[config.mk]
export PLATFORM = sky130hd
export DESIGN_NAME = stdcore_sram_rdarb
export DESIGN_NICKNAME = d
export VERILOG_FILES = /design/src/rtl/stdcore_pkg.sv /design/src/rtl/stdcore_arb_skid.sv /design/src/rtl/stdcore_sram_rdarb.sv
export SDC_FILE = /design/constraint.sdc
export NUM_CORES = 1
export LEC_CHECK = 0
export CORE_ASPECT_RATIO = 2
export CORE_UTILIZATION = 60
export CTS_CLUSTER_DIAMETER = 60
export DETAILED_ROUTE_END_ITERATION = 10
export PLACE_DENSITY = 0.95
export SLEW_MARGIN = 25
export SYNTH_ARGS = -nofsm -noshare
export SYNTH_HDL_FRONTEND = slang
export SYNTH_HIERARCHICAL = 1
export SYNTH_SLANG_ARGS = --single-unit
[constraint.sdc]
create_clock -name clk -period 11.9 [get_ports clk]
set_input_delay 2.38 -clock clk [delete_from_list [all_inputs] [get_ports clk]]
set_output_delay 2.38 -clock clk [all_outputs]
set_load 0.005 [all_outputs]
[src/rtl/stdcore_pkg.sv]
// -----------------------------------------------------------------------------
// stdcore_pkg
// Shared definitions for the SRAM read arbiter and its response skid.
//   CNT_LIMIT   : maximum reads in flight plus responses held in the skid
//   CNT_W       : width of the credit counter
//   RSP_DW_MAX  : widest response data a skid entry can carry
//   RSP_IW_MAX  : widest requester id a skid entry can carry
//   rsp_entry_t : one response entry (data, id)
// The entry uses fixed maximum widths so one type serves every arbiter
// instance. Narrower instances zero-extend into it, and the unused upper
// bits reduce to constant flops.
// -----------------------------------------------------------------------------
package stdcore_pkg;

    localparam int CNT_LIMIT  = 2;
    localparam int CNT_W      = 2;
    localparam int RSP_DW_MAX = 64;
    localparam int RSP_IW_MAX = 8;

    typedef struct packed {
        logic [RSP_DW_MAX-1:0] data;
        logic [RSP_IW_MAX-1:0] id;
    } rsp_entry_t;

endpackage

[src/rtl/stdcore_arb_skid.sv]
// -----------------------------------------------------------------------------
// stdcore_arb_skid
// Two-entry synchronous FIFO for arbiter response entries. The head entry is
// held in a register and drives the response port directly.
// Ports:
//   i_clk, i_arst : clock, asynchronous active-high reset
//   i_push, i_din : write an entry (ignored when full with no pop)
//   i_pop         : remove the head entry (ignored when empty)
//   o_head        : current head entry
//   o_full        : two entries held
//   o_empty       : no entries held
// -----------------------------------------------------------------------------
module stdcore_arb_skid
    import stdcore_pkg::*;
#(
    parameter type T = rsp_entry_t
)
(
    input  logic       i_clk,
    input  logic       i_arst,
    input  logic       i_push,
    input  T           i_din,
    input  logic       i_pop,
    output T           o_head,
    output logic       o_full,
    output logic       o_empty
);

    T           r_mem0;
    T           r_mem1;
    logic [1:0] r_count;

    logic       w_pop;
    logic       w_push;

    assign w_pop   = i_pop && (r_count != 2'd0);
    assign w_push  = i_push && ((r_count != 2'd2) || w_pop);
    assign o_head  = r_mem0;
    assign o_full  = (r_count == 2'd2);
    assign o_empty = (r_count == 2'd0);

    always_ff @(posedge i_clk or posedge i_arst) begin
        if (i_arst) begin
            r_mem0  <= '0;
            r_mem1  <= '0;
            r_count <= 2'd0;
        end else begin
            case ({w_push, w_pop})
                2'b10: begin
                    if (r_count == 2'd0) begin
                        r_mem0 <= i_din;
                    end else begin
                        r_mem1 <= i_din;
                    end
                    r_count <= r_count + 2'd1;
                end
                2'b01: begin
                    r_mem0  <= r_mem1;
                    r_count <= r_count - 2'd1;
                end
                2'b11: begin
                    // Occupancy unchanged; the new entry lands behind whatever remains.
                    if (r_count == 2'd1) begin
                        r_mem0 <= i_din;
                    end else begin
                        r_mem0 <= r_mem1;
                        r_mem1 <= i_din;
                    end
                end
                default: begin
                end
            endcase
        end
    end

endmodule

[src/rtl/stdcore_sram_rdarb.sv]
// -----------------------------------------------------------------------------
// stdcore_sram_rdarb
// Round-robin read arbiter that shares one SRAM read port among N requesters.
// Responses come back in issue order, tagged with the requester index.
// Optional feature macro: STDCORE_ARB_BURST_EN. When it is defined, the grant
// stays on the same requester for up to BURST consecutive grants.
// Ports:
//   clk, arst    : clock, asynchronous active-high reset
//   req_addr     : requester i address at [i*AW +: AW]
//   req_val      : per-requester valid
//   req_rdy      : per-requester accept (one-hot or zero)
//   sram_raddr   : SRAM read address (holds its last value when idle)
//   sram_re_n    : SRAM read enable, active-low
//   sram_rdata   : SRAM read data, valid the cycle after the read
//   rsp_data     : response data
//   rsp_id       : response owner
//   rsp_val      : response valid
//   rsp_rdy      : response consumer ready
// -----------------------------------------------------------------------------
module stdcore_sram_rdarb
    import stdcore_pkg::*;
#(
    parameter  int N     = 4,
    parameter  int AW    = 16,
    parameter  int DW    = 16,
    parameter  int BURST = 4,
    localparam int IW    = $clog2(N)
)
(
    input  logic            clk,
    input  logic            arst,
    input  logic [N*AW-1:0] req_addr,
    input  logic [N-1:0]    req_val,
    output logic [N-1:0]    req_rdy,
    output logic [AW-1:0]   sram_raddr,
    output logic            sram_re_n,
    input  logic [DW-1:0]   sram_rdata,
    output logic [DW-1:0]   rsp_data,
    output logic [IW-1:0]   rsp_id,
    output logic            rsp_val,
    input  logic            rsp_rdy
);

    logic [IW-1:0]    r_ptr;
    logic [CNT_W-1:0] r_cnt;
    logic [AW-1:0]    r_raddr;
    logic             r_rd_pend;
    logic [IW-1:0]    r_rd_id;

    logic             w_rr_hit;
    logic [IW-1:0]    w_rr_idx;
    logic [IW-1:0]    w_cand;
    logic             w_gnt_hit;
    logic [IW-1:0]    w_gnt_idx;
    logic             w_pop;
    logic             w_issue_ok;
    logic             w_issue;
    logic [AW-1:0]    w_gnt_addr;

    rsp_entry_t       w_din;
    rsp_entry_t       w_head;
    logic             w_skid_full;
    logic             w_skid_empty;
    logic             w_unused_bits;

    // Round-robin search starting just after the last granted requester.
    always_comb begin
        w_rr_hit = 1'b0;
        w_rr_idx = '0;
        w_cand   = '0;
        for (int k = 1; k <= N; k++) begin
            w_cand = IW'((int'(r_ptr) + k) % N);
            if (!w_rr_hit && req_val[w_cand]) begin
                w_rr_hit = 1'b1;
                w_rr_idx = w_cand;
            end
        end
    end

`ifdef STDCORE_ARB_BURST_EN
    localparam int BW = $clog2(BURST + 1);

    logic [BW-1:0] r_burst;
    logic          w_hold;

    // A nonzero count means r_ptr was granted last and its burst is still open.
    assign w_hold    = (r_burst != '0) && (int'(r_burst) < BURST) && req_val[r_ptr];
    assign w_gnt_hit = w_hold || w_rr_hit;
    assign w_gnt_idx = w_hold ? r_ptr : w_rr_idx;

    always_ff @(posedge clk or posedge arst) begin
        if (arst) begin
            r_burst <= '0;
        end else if (w_issue) begin
            // A round-robin pick that lands back on the same requester starts a new burst.
            r_burst <= w_hold ? (r_burst + BW'(1)) : BW'(1);
        end else if (!req_val[r_ptr]) begin
            r_burst <= '0;
        end
    end
`else
    assign w_gnt_hit = w_rr_hit;
    assign w_gnt_idx = w_rr_idx;
`endif

    assign rsp_val    = !w_skid_empty;
    assign w_pop      = rsp_val && rsp_rdy;
    // A pop in this cycle frees a credit in time for a same-cycle issue.
    assign w_issue_ok = (int'(r_cnt) < CNT_LIMIT) || w_pop;
    assign w_issue    = w_gnt_hit && w_issue_ok && !arst;
    assign w_gnt_addr = req_addr[int'(w_gnt_idx)*AW +: AW];

    always_comb begin
        req_rdy = '0;
        if (w_issue) begin
            req_rdy[w_gnt_idx] = 1'b1;
        end
    end

    assign sram_re_n  = !w_issue;
    assign sram_raddr = w_issue ? w_gnt_addr : r_raddr;

    always_ff @(posedge clk or posedge arst) begin
        if (arst) begin
            r_ptr     <= IW'(N - 1);
            r_cnt     <= '0;
            r_raddr   <= '0;
            r_rd_pend <= 1'b0;
            r_rd_id   <= '0;
        end else begin
            r_rd_pend <= w_issue;
            if (w_issue) begin
                r_ptr   <= w_gnt_idx;
                r_raddr <= w_gnt_addr;
                r_rd_id <= w_gnt_idx;
            end
            if (w_issue && !w_pop) begin
                r_cnt <= r_cnt + CNT_W'(1);
            end else if (!w_issue && w_pop) begin
                r_cnt <= r_cnt - CNT_W'(1);
            end
        end
    end

    assign w_din = '{data: RSP_DW_MAX'(sram_rdata), id: RSP_IW_MAX'(r_rd_id)};

    stdcore_arb_skid #(
        .T (rsp_entry_t)
    ) u_skid (
        .i_clk   (clk),
        .i_arst  (arst),
        .i_push  (r_rd_pend),
        .i_din   (w_din),
        .i_pop   (w_pop),
        .o_head  (w_head),
        .o_full  (w_skid_full),
        .o_empty (w_skid_empty)
    );

    assign rsp_data = w_head.data[DW-1:0];
    assign rsp_id   = w_head.id[IW-1:0];

    // The upper entry bits are always zero here, and full is implied by the credit count.
    assign w_unused_bits = ^{w_head, w_skid_full};

endmodule

=== After elaboration in Yosys (flattened, before gate mapping) ===
Index checks and enable logic that the tools add are counted.

* Register bits after elaboration: 67
* Bits of input ports: 87
* Output and inout port bits: 40
* Word-level logic and storage cells: 91

* Add/subtract/negate cells: 8
* Order comparisons: 7
* Equal/unequal tests: 8
* Shift-type cells: 1
* Multiplexer cells: 29
* Reduce and logical (&&, ||, !) cells: 28

{| class="wikitable"
|+ Operators with widths
! cell !! count
|-
| $mux 24 || 4
|-
| $pmux 24 s3 || 1
|-
| $shiftx 64x7->16 || 1
|-
| $pmux 24 s2 || 1
|-
| $mux 16 || 1
|-
| $lt 2x3->1 const B || 5
|-
| $mux 2 || 6
|-
| $logic_and 1x1->1 || 11
|-
| $mux 1 || 9
|-
| $add 2x1->2 const B || 4
|-
| $bmux 1 s2 || 4
|-
| $ne 2x2->1 const B || 4
|-
| $reduce_bool 2->1 || 4
|-
| $logic_not 1->1 || 7
|-
| $add 2x2->2 const B || 2
|-
| $eq 2x1->1 const B || 2
|-
| $eq 2x2->1 const B || 2
|-
| $mux 4 || 1
|-
| $pmux 2 s2 || 1
|-
| $sub 2x1->2 const B || 2
|-
| $reduce_and 3->1 || 1
|-
| $reduce_bool 3->1 || 1
|-
| $demux 1 s2 || 1
|-
| $ge 2x1->1 const B || 1
|-
| other kinds (4) || 5
|}

=== Longest topological paths before layout ===
Gate-level depths: netlist (run 1).

* Depth in word-level cells: 19
* Mapped depth: 10
* Mapped depth without buffers: 9

=== Cells and area by module ===
Netlist (run 1), hierarchy kept.

{| class="wikitable"
|+ Modules (own cells, without submodules)
! module !! times used !! cells an instance !! area an instance (µm²) !! seq. area each (µm²)
|-
| stdcore_arb_skid || 1 || 591 || 6483.7 || 3653.5
|-
| stdcore_sram_rdarb || 1 || 140 || 1455.1 || 578.1
|}

=== Worst setup path before layout (run 1) ===
Ideal clock, no wire load.

* Path type: input to output
* Start: input port arst
* End: output port sram_raddr[10]
* Arrival time: 3.765 ns
* Data required time: 9.520 ns
* Slack: 5.755 ns
* Stages on the path: 7
* Path buffers: 3
* Cells stage by stage: inv_1 and2_1 buf_6 nand2b_1 buf_2 buf_6 o221ai_1

* Word-level cells in the longest chain between the ends: 3

{| class="wikitable"
|+ Ends and longest elaborated chain
! item !! RTL line !! RTL
|-
| start, declared || stdcore_sram_rdarb.sv:31 || <nowiki>input logic arst,</nowiki>
|-
| $logic_not 1->1 (no line) || n/a ||
|-
| $logic_and 1x1->1 || stdcore_sram_rdarb.sv:110 || <nowiki>assign w_issue = w_gnt_hit && w_issue_ok && !arst;</nowiki>
|-
| net w_issue || stdcore_sram_rdarb.sv:57 || <nowiki>logic w_issue;</nowiki>
|-
| $mux 16 || n/a ||
|-
| end, declared || stdcore_sram_rdarb.sv:35 || <nowiki>output logic [AW-1:0] sram_raddr,</nowiki>
|}

The timed path passes the listed nets, and every way through them passes these cells.

=== Final worst setup path (run 1) ===
* Start: input port arst
* End: output port sram_raddr[6]

* Word-level cells in the longest chain between the ends: 3

{| class="wikitable"
|+ Ends and longest elaborated chain
! item !! RTL line
|-
| $logic_not 1->1 (no line) || n/a
|-
| $logic_and 1x1->1 || stdcore_sram_rdarb.sv:110
|-
| $mux 16 || n/a
|}

Every way passes these cells.

==> reports/results.tsv, run 1 <==
stage	metric	value	unit
run_status	status	completed	
power	Clk pwr share	17.2	%
worst_setup_path	reg-to-reg startpoint	u_skid/r_count[1]$_DFFE_PP0P_	
hold_path	Hold Crit Class	flip-flop to flip-flop	
floorplanning	total die area	5850	um2
clock_tree	Clock transition at path regs	0.07	ns
power	PwrDens	247	nW/um2
floorplanning	Std-Cell Rows	38	
grt	largest net degree at the start of global routing	39	
routing	routed vias/inst	6.14	
power	total power	1.14	mW
floorplanning	Initial Util	61.8	%
timing	final setup fails	0	
grt	initial antenna violation count	0	
routing	Remaining DRCs	0	
clock_tree	cts repair resizes	0	
worst_setup_path	Worst R2R Setup Slack	9.28	ns
power	Combinational Power Share	49.9	%
timing	pins over their slew limit	0	
layout	ant diodes	0	
timing	setup tns final	0	ns
yosys	Mapped Area	3320	um2
clock_tree	clk root buf	clkbuf_8	
power	Flop pwr share	32.8	%
clock_tree	TritonCTS clock tree	yes	
routing	via count	2973	
routing	First-pass DRT Iterations	4	
floorplanning	die height	107	um
clock_tree	worst skew pair latency	0.35	ns
timing	slew margin rel.	37.4	%
routing	WL/cell	19.5	um
timing	Fmax achieved	133	MHz
placement	RD Place Congestion	0.780	
layout	layout cell share with drive strength beyond 1	10.1	%
yosys	Mapped Cells	320	
timing	fin crit period	7.50	ns
worst_setup_path	R2R cell count	7	
power	P_int	0.733	mW
routing	antenna-violating nets left	0	
clock_tree	Num CTS Buffers	9	
worst_setup_path	endpoint class of the critical path	output pin	
worst_setup_path	Critical Path RT	9.52	ns
layout	Area growth, synth to finish	38.9	%
worst_setup_path	critical path startpoint category	input port	
grt	global-route wire length before repair	14700	um
yosys	Syn. warnings	6	
power	switching share of power	35.8	%
worst_setup_path	CP Class	input port to output pin	
clock_tree	Setup Fix Bufs, Post-CTS	0	
floorplanning	I/O Pins	127	
floorplanning	core area	5370	um2
power	Max VDD drop	210	uV
run	Maximum Capacitance Violations	0	
clock_tree	Hold Buf Count CTS	0	
worst_setup_path	reg-to-reg endpoint	u_skid/r_mem1[16]$_DFFE_PP0P_	
placement	PortBufs	126	
timing	clk_skew	0.00677	ns
routing	DRT iter0 DRCs	141	
yosys	synthesized area per cell	10.4	um2
layout	final net count	510	
worst_setup_path	Critical Path Sink	sram_raddr[6]	
floorplanning	Chip Width	54.6	um
timing	final hold violations	0	
worst_setup_path	crit-path max FO	24	
routing	WL final	9420	um
grt	grt ovf	0	
power	Sw Pwr	0.408	mW
placement	Final HPWL DP	6310	um
grt	All-Layer GR Usage	36.0	%
worst_setup_path	Worst Path Arrival	5.12	ns
clock_tree	Clock Sinks	61	
power	LEAKAGE	1.97	nW
grt	vias in the first global route	3134	
worst_setup_path	Critical path origin	arst	
yosys	Synth Net Count	411	
timing	Tcrit/Tclk final	63.0	%
layout	fin util	85.8	%
clock_tree	Clock Path Buffers	2	
timing	Worst-Margin Slew	0.937	ns
clock_tree	htree depth	3	
timing	RSZ-0062 raised after global routing	false	
==> flip-flops by register name (all words and copies together) (netlist names) <==
name	cells
u_skid/r_count	2
r_rd_pend	1
u_skid/o_head	18
u_skid/r_mem1	18
r_raddr	16
r_ptr	2
r_rd_id	2
r_cnt	2
==> stage by stage <==
stage	area, um2	worst slack (ns)	std cells	hold WS [ns]
finish	4610	4.40	484	0.494
detailed placement	4400	4.50	468	0.484
global placement	4400	4.63	468	0.468
CTS	4610	4.44	484	0.501
floorplan	3320	5.75	320	0.442
global route	4610	4.23	484	0.525
==> worst max-delay path, cell delays in order <==
cell	delay [ns]
clkdlybuf4s50_1	0.41
inv_1	0.06
buf_4	0.31
and2_1	0.42
nand2b_1	0.47
o221ai_1	0.46
clkdlybuf4s50_1	0.58
==> placed cells by master, fill, tap and decap left out, drive strengths merged <==
cell type,n
clkdlybuf4s50,126
dfrtp,59
mux2i,36
nand2,23
o21ai,20
nand3,18
nor3,18
a31oi,18
mux2,18
o221ai,16
clkbuf,13
nor2,9
inv,8
nand2b,5
a21oi,5
ha,4
buf,4
nor2b,3
and2,2
o211a,2
xnor2,2
xor2,2
dfstp,2
nor4,1
o22ai,1
a21boi,1
and3,1
nor3b,1
clkinv,1
clkinvlp,1
bufinv,1
nand3b,1
and3b,1
or2,1
==> routing by layer <==
metal	global-route usage, %	up-vias	share of wire, %
met5	0	-	0
met2	63.2	162	57
met4	17.6	0	3.3
met1	36.5	1442	34
li1	-	1338	-
met3	9.08	31	6.2
==> power groups by stage <==
stage / Combinational (mW) / Sequential, mW / Clock [mW]
6_report: 0.570 / 0.375 / 0.197
3_3_place_gp: 0.536 / 0.367 / 0
3_5_place_dp: 0.555 / 0.376 / 0
5_1_grt: 0.620 / 0.386 / 0.209
2_1_floorplan: 0.382 / 0.362 / 0
4_1_cts: 0.568 / 0.374 / 0.199
==> worst min-delay path by stage <==
stage | startpoint | endpoint | slack [ns] | cells after the start
3_3_place_gp | r_raddr[11]$_DFF_PP0_ | r_raddr[11]$_DFF_PP0_ | 0.47 | 2
3_5_place_dp | r_raddr[13]$_DFF_PP0_ | r_raddr[13]$_DFF_PP0_ | 0.48 | 2
2_1_floorplan | r_cnt[1]$_DFFE_PP0P_ | r_cnt[1]$_DFFE_PP0P_ | 0.44 | 1
4_1_cts | r_raddr[8]$_DFF_PP0_ | r_raddr[8]$_DFF_PP0_ | 0.50 | 2
6_report | r_raddr[8]$_DFF_PP0_ | r_raddr[8]$_DFF_PP0_ | 0.49 | 2
5_1_grt | u_skid/r_mem1[22]$_DFFE_PP0P_ | u_skid/r_mem1[22]$_DFFE_PP0P_ | 0.52 | 1
==> layout make-up <==
cell class	count	area [um2]
clock buffer	13	169
clock inverter	3	42.5
fill	292	762
multi-input combinational	209	1470
tap	60	75.1
inverter	8	30.0
timing repair buffer	130	1290
sequential	61	1530
No activity file was read; power rests on OpenSTA's default activity.
==> run 2: changes to the inputs <==
--- a/config.mk
+++ b/config.mk
@@ -6,10 +6,10 @@
 export NUM_CORES = 1
 export LEC_CHECK = 0
 export CORE_ASPECT_RATIO = 2
-export CORE_UTILIZATION = 60
+export CORE_UTILIZATION = 51
 export CTS_CLUSTER_DIAMETER = 60
 export DETAILED_ROUTE_END_ITERATION = 10
-export PLACE_DENSITY = 0.95
+export PLACE_DENSITY = 0.92
 export SLEW_MARGIN = 25
 export SYNTH_ARGS = -nofsm -noshare
 export SYNTH_HDL_FRONTEND = slang
==> constraint.sdc (replaced) <==
create_clock -name clk -period 6.19 [get_ports clk]
set_input_delay 1.238 -clock clk [delete_from_list [all_inputs] [get_ports clk]]
set_output_delay 1.238 -clock clk [all_outputs]
set_load 0.005 [all_outputs]
==> run 2 against run 1 <==
  * Sequential power is 91% higher
  * Count of clock-buffer cells in the layout is 4 lower
  * Combinational power is 89% higher
  * Critical path depth is 1 higher
  * Via count is 3.1% lower
  * Flip-flop and latch count stayed put
  * Design area is 3.0% higher
==> reports/results.tsv, run 2 (synthesis results as in run 1) <==
stage	metric	value	unit
timing	final setup fails	0	
routing	Remaining DRCs	0	
clock_tree	Clock Path Buffers	2	
routing	WL/cell	16.6	um
floorplanning	Std-Cell Rows	41	
run_status	status	completed	
worst_setup_path	endpoint class of the critical path	output pin	
routing	antenna-violating nets left	0	
clock_tree	worst skew pair latency	0.32	ns
timing	setup tns final	0	ns
worst_setup_path	crit-path max FO	20	
layout	Area growth, synth to finish	43.0	%
clock_tree	htree depth	3	
worst_setup_path	slowest CP cell	o211a_1	
timing	final hold violations	0	
timing	Tcrit/Tclk final	86.0	%
grt	vias in the first global route	2969	
clock_tree	clk root buf	clkbuf_16	
clock_tree	Hold Buf Count CTS	0	
grt	largest net degree at the start of global routing	39	
routing	DRT iter0 DRCs	261	
clock_tree	Setup Fix Bufs, Post-CTS	0	
placement	Final HPWL DP	6120	um
floorplanning	Chip Width	59.0	um
layout	Filler Cell Count	439	
floorplanning	I/O Pins	127	
floorplanning	die height	116	um
layout	most common library cell in the layout ignoring fill and taps	clkdlybuf4s50_1	
grt	grt ovf	0	
timing	hold_ws	0.484	ns
timing	pins over their slew limit	0	
timing	slew margin rel.	37.4	%
placement	PortBufs	126	
timing	RSZ-0062 raised after global routing	false	
grt	All-Layer GR Usage	26.7	%
worst_setup_path	Largest stage delay, worst path	0.56	ns
timing	final worst slack	0.868	ns
layout	ant diodes	0	
layout	commonest non-fill, non-tap cells in the layout	126 x clkdlybuf4s50_1, 59 x dfrtp_1, 36 x mux2i_1	
clock_tree	Clock transition at path regs	0.05	ns
placement	dpl ws	0.874	ns
worst_setup_path	Top delay family on crit path	buffers and inverters	
power	Max VDD drop	272	uV
routing	routed vias/inst	5.65	
layout	register area	1530	um2
timing	Worst-Margin Slew	0.936	ns
routing	WL final	8470	um
clock_tree	TritonCTS clock tree	yes	
power	LEAKAGE	2.01	nW
power	PwrDens	487	nW/um2
worst_setup_path	critical path startpoint category	input port	
grt	global-route wire length before repair	13600	um
timing	clk_skew	0.00429	ns
timing	Fmax achieved	188	MHz
worst_setup_path	Most common cell on crit path	clkdlybuf4s50_1	
worst_setup_path	Worst Path Arrival	4.08	ns
power	total power	2.31	mW
floorplanning	core area	6310	um2
clock_tree	Clock Sinks	61	
grt	initial antenna violation count	0	
worst_setup_path	Critical Path RT	4.95	ns
worst_setup_path	CP Class	input port to output pin	
clock_tree	Num CTS Buffers	9	
run	Maximum Capacitance Violations	0	
clock_tree	cts repair resizes	0	
routing	via count	2881	
timing	fin crit period	5.32	ns
floorplanning	total die area	6850	um2
layout	final net count	510	
layout	layout cell share with drive strength beyond 1	10.4	%
floorplanning	Initial Util	52.6	%
placement	RD Place Congestion	0.808	
worst_setup_path	Buffers & Inverters on Critical Path	3	
layout	Multi-input gate area	1470	um2
worst_setup_path	CP cell instances	clkdlybuf4s50_1, nand2b_1, a21boi_1, o211a_1, buf_4, mux2i_1, o221ai_1, clkdlybuf4s50_1	
routing	First-pass DRT Iterations	5	
hold_path	Hold Crit Class	flip-flop to flip-flop	
[run 2: metal layers]
metal	global-route usage (%)	wire length [um]	vias to the layer above	share of wire [%]
met5	0	0	-	0
met3	7.86	601	15	7.1
met2	48.7	4600	152	54
met1	27.2	3100	1373	37
li1	-	-	1341	-
met4	11.7	159	0	1.9
[run 2: path summary, 6_finish.rpt]
check / start / to / slack (ns) / depth (start not counted)
min: r_cnt[1]$_DFFE_PP0P_ / r_cnt[1]$_DFFE_PP0P_ / 0.48 / 1
min in group asynchronous: arst / r_raddr[15]$_DFF_PP0_ / 1.37 / 3
min reg2reg: r_cnt[1]$_DFFE_PP0P_ / r_cnt[1]$_DFFE_PP0P_ / 0.48 / 1
max: req_val[1] / sram_raddr[7] / 0.87 / 8
max in group asynchronous: arst / u_skid/o_head[11]$_DFFE_PP0P_ / 4.46 / 3
max reg2reg: r_ptr[0]$_DFFE_PP1N_ / r_raddr[7]$_DFF_PP0_ / 3.61 / 6
[run 2: layout make-up]
cell class,count,area share (%)
Timing Repair Buffer,130,27.2
Inverter,8,0.633
Tap cell,86,2.27
Clock buffer,9,4.74
Multi-Input combinational cell,209,31.0
Sequential cell,61,32.2
Clock inverter,7,1.90
[run 2: through the flow]
| step | instance area, um2 | std cells | utilization [%] |
|---|---|---|---|
| 2_1_floorplan | 3320 | 320 | - |
| 3_3_place_gp | 4430 | 494 | 70.2 |
| 3_5_place_dp | 4430 | 494 | 70.2 |
| 4_1_cts | 4750 | 510 | 75.2 |
| 5_1_grt | 4750 | 510 | 75.2 |
| 6_report | 4750 | 510 | 75.2 |
[run 2: worst register-to-register path, cell delays in order, from the launching register on]
cell and delay [ns]:
dfstp_2 0.55, nand2b_1 0.14, a21boi_1 0.24, o211a_1 0.56, buf_4 0.43, mux2i_1 0.30
o221ai_1 0.19
[run 2: power by group]
group          internal, mW  switching, mW  total, mW
logic                 0.581          0.494       1.08
registers             0.609          0.106      0.715
clock network         0.350          0.174      0.523
total                  1.54          0.774       2.31
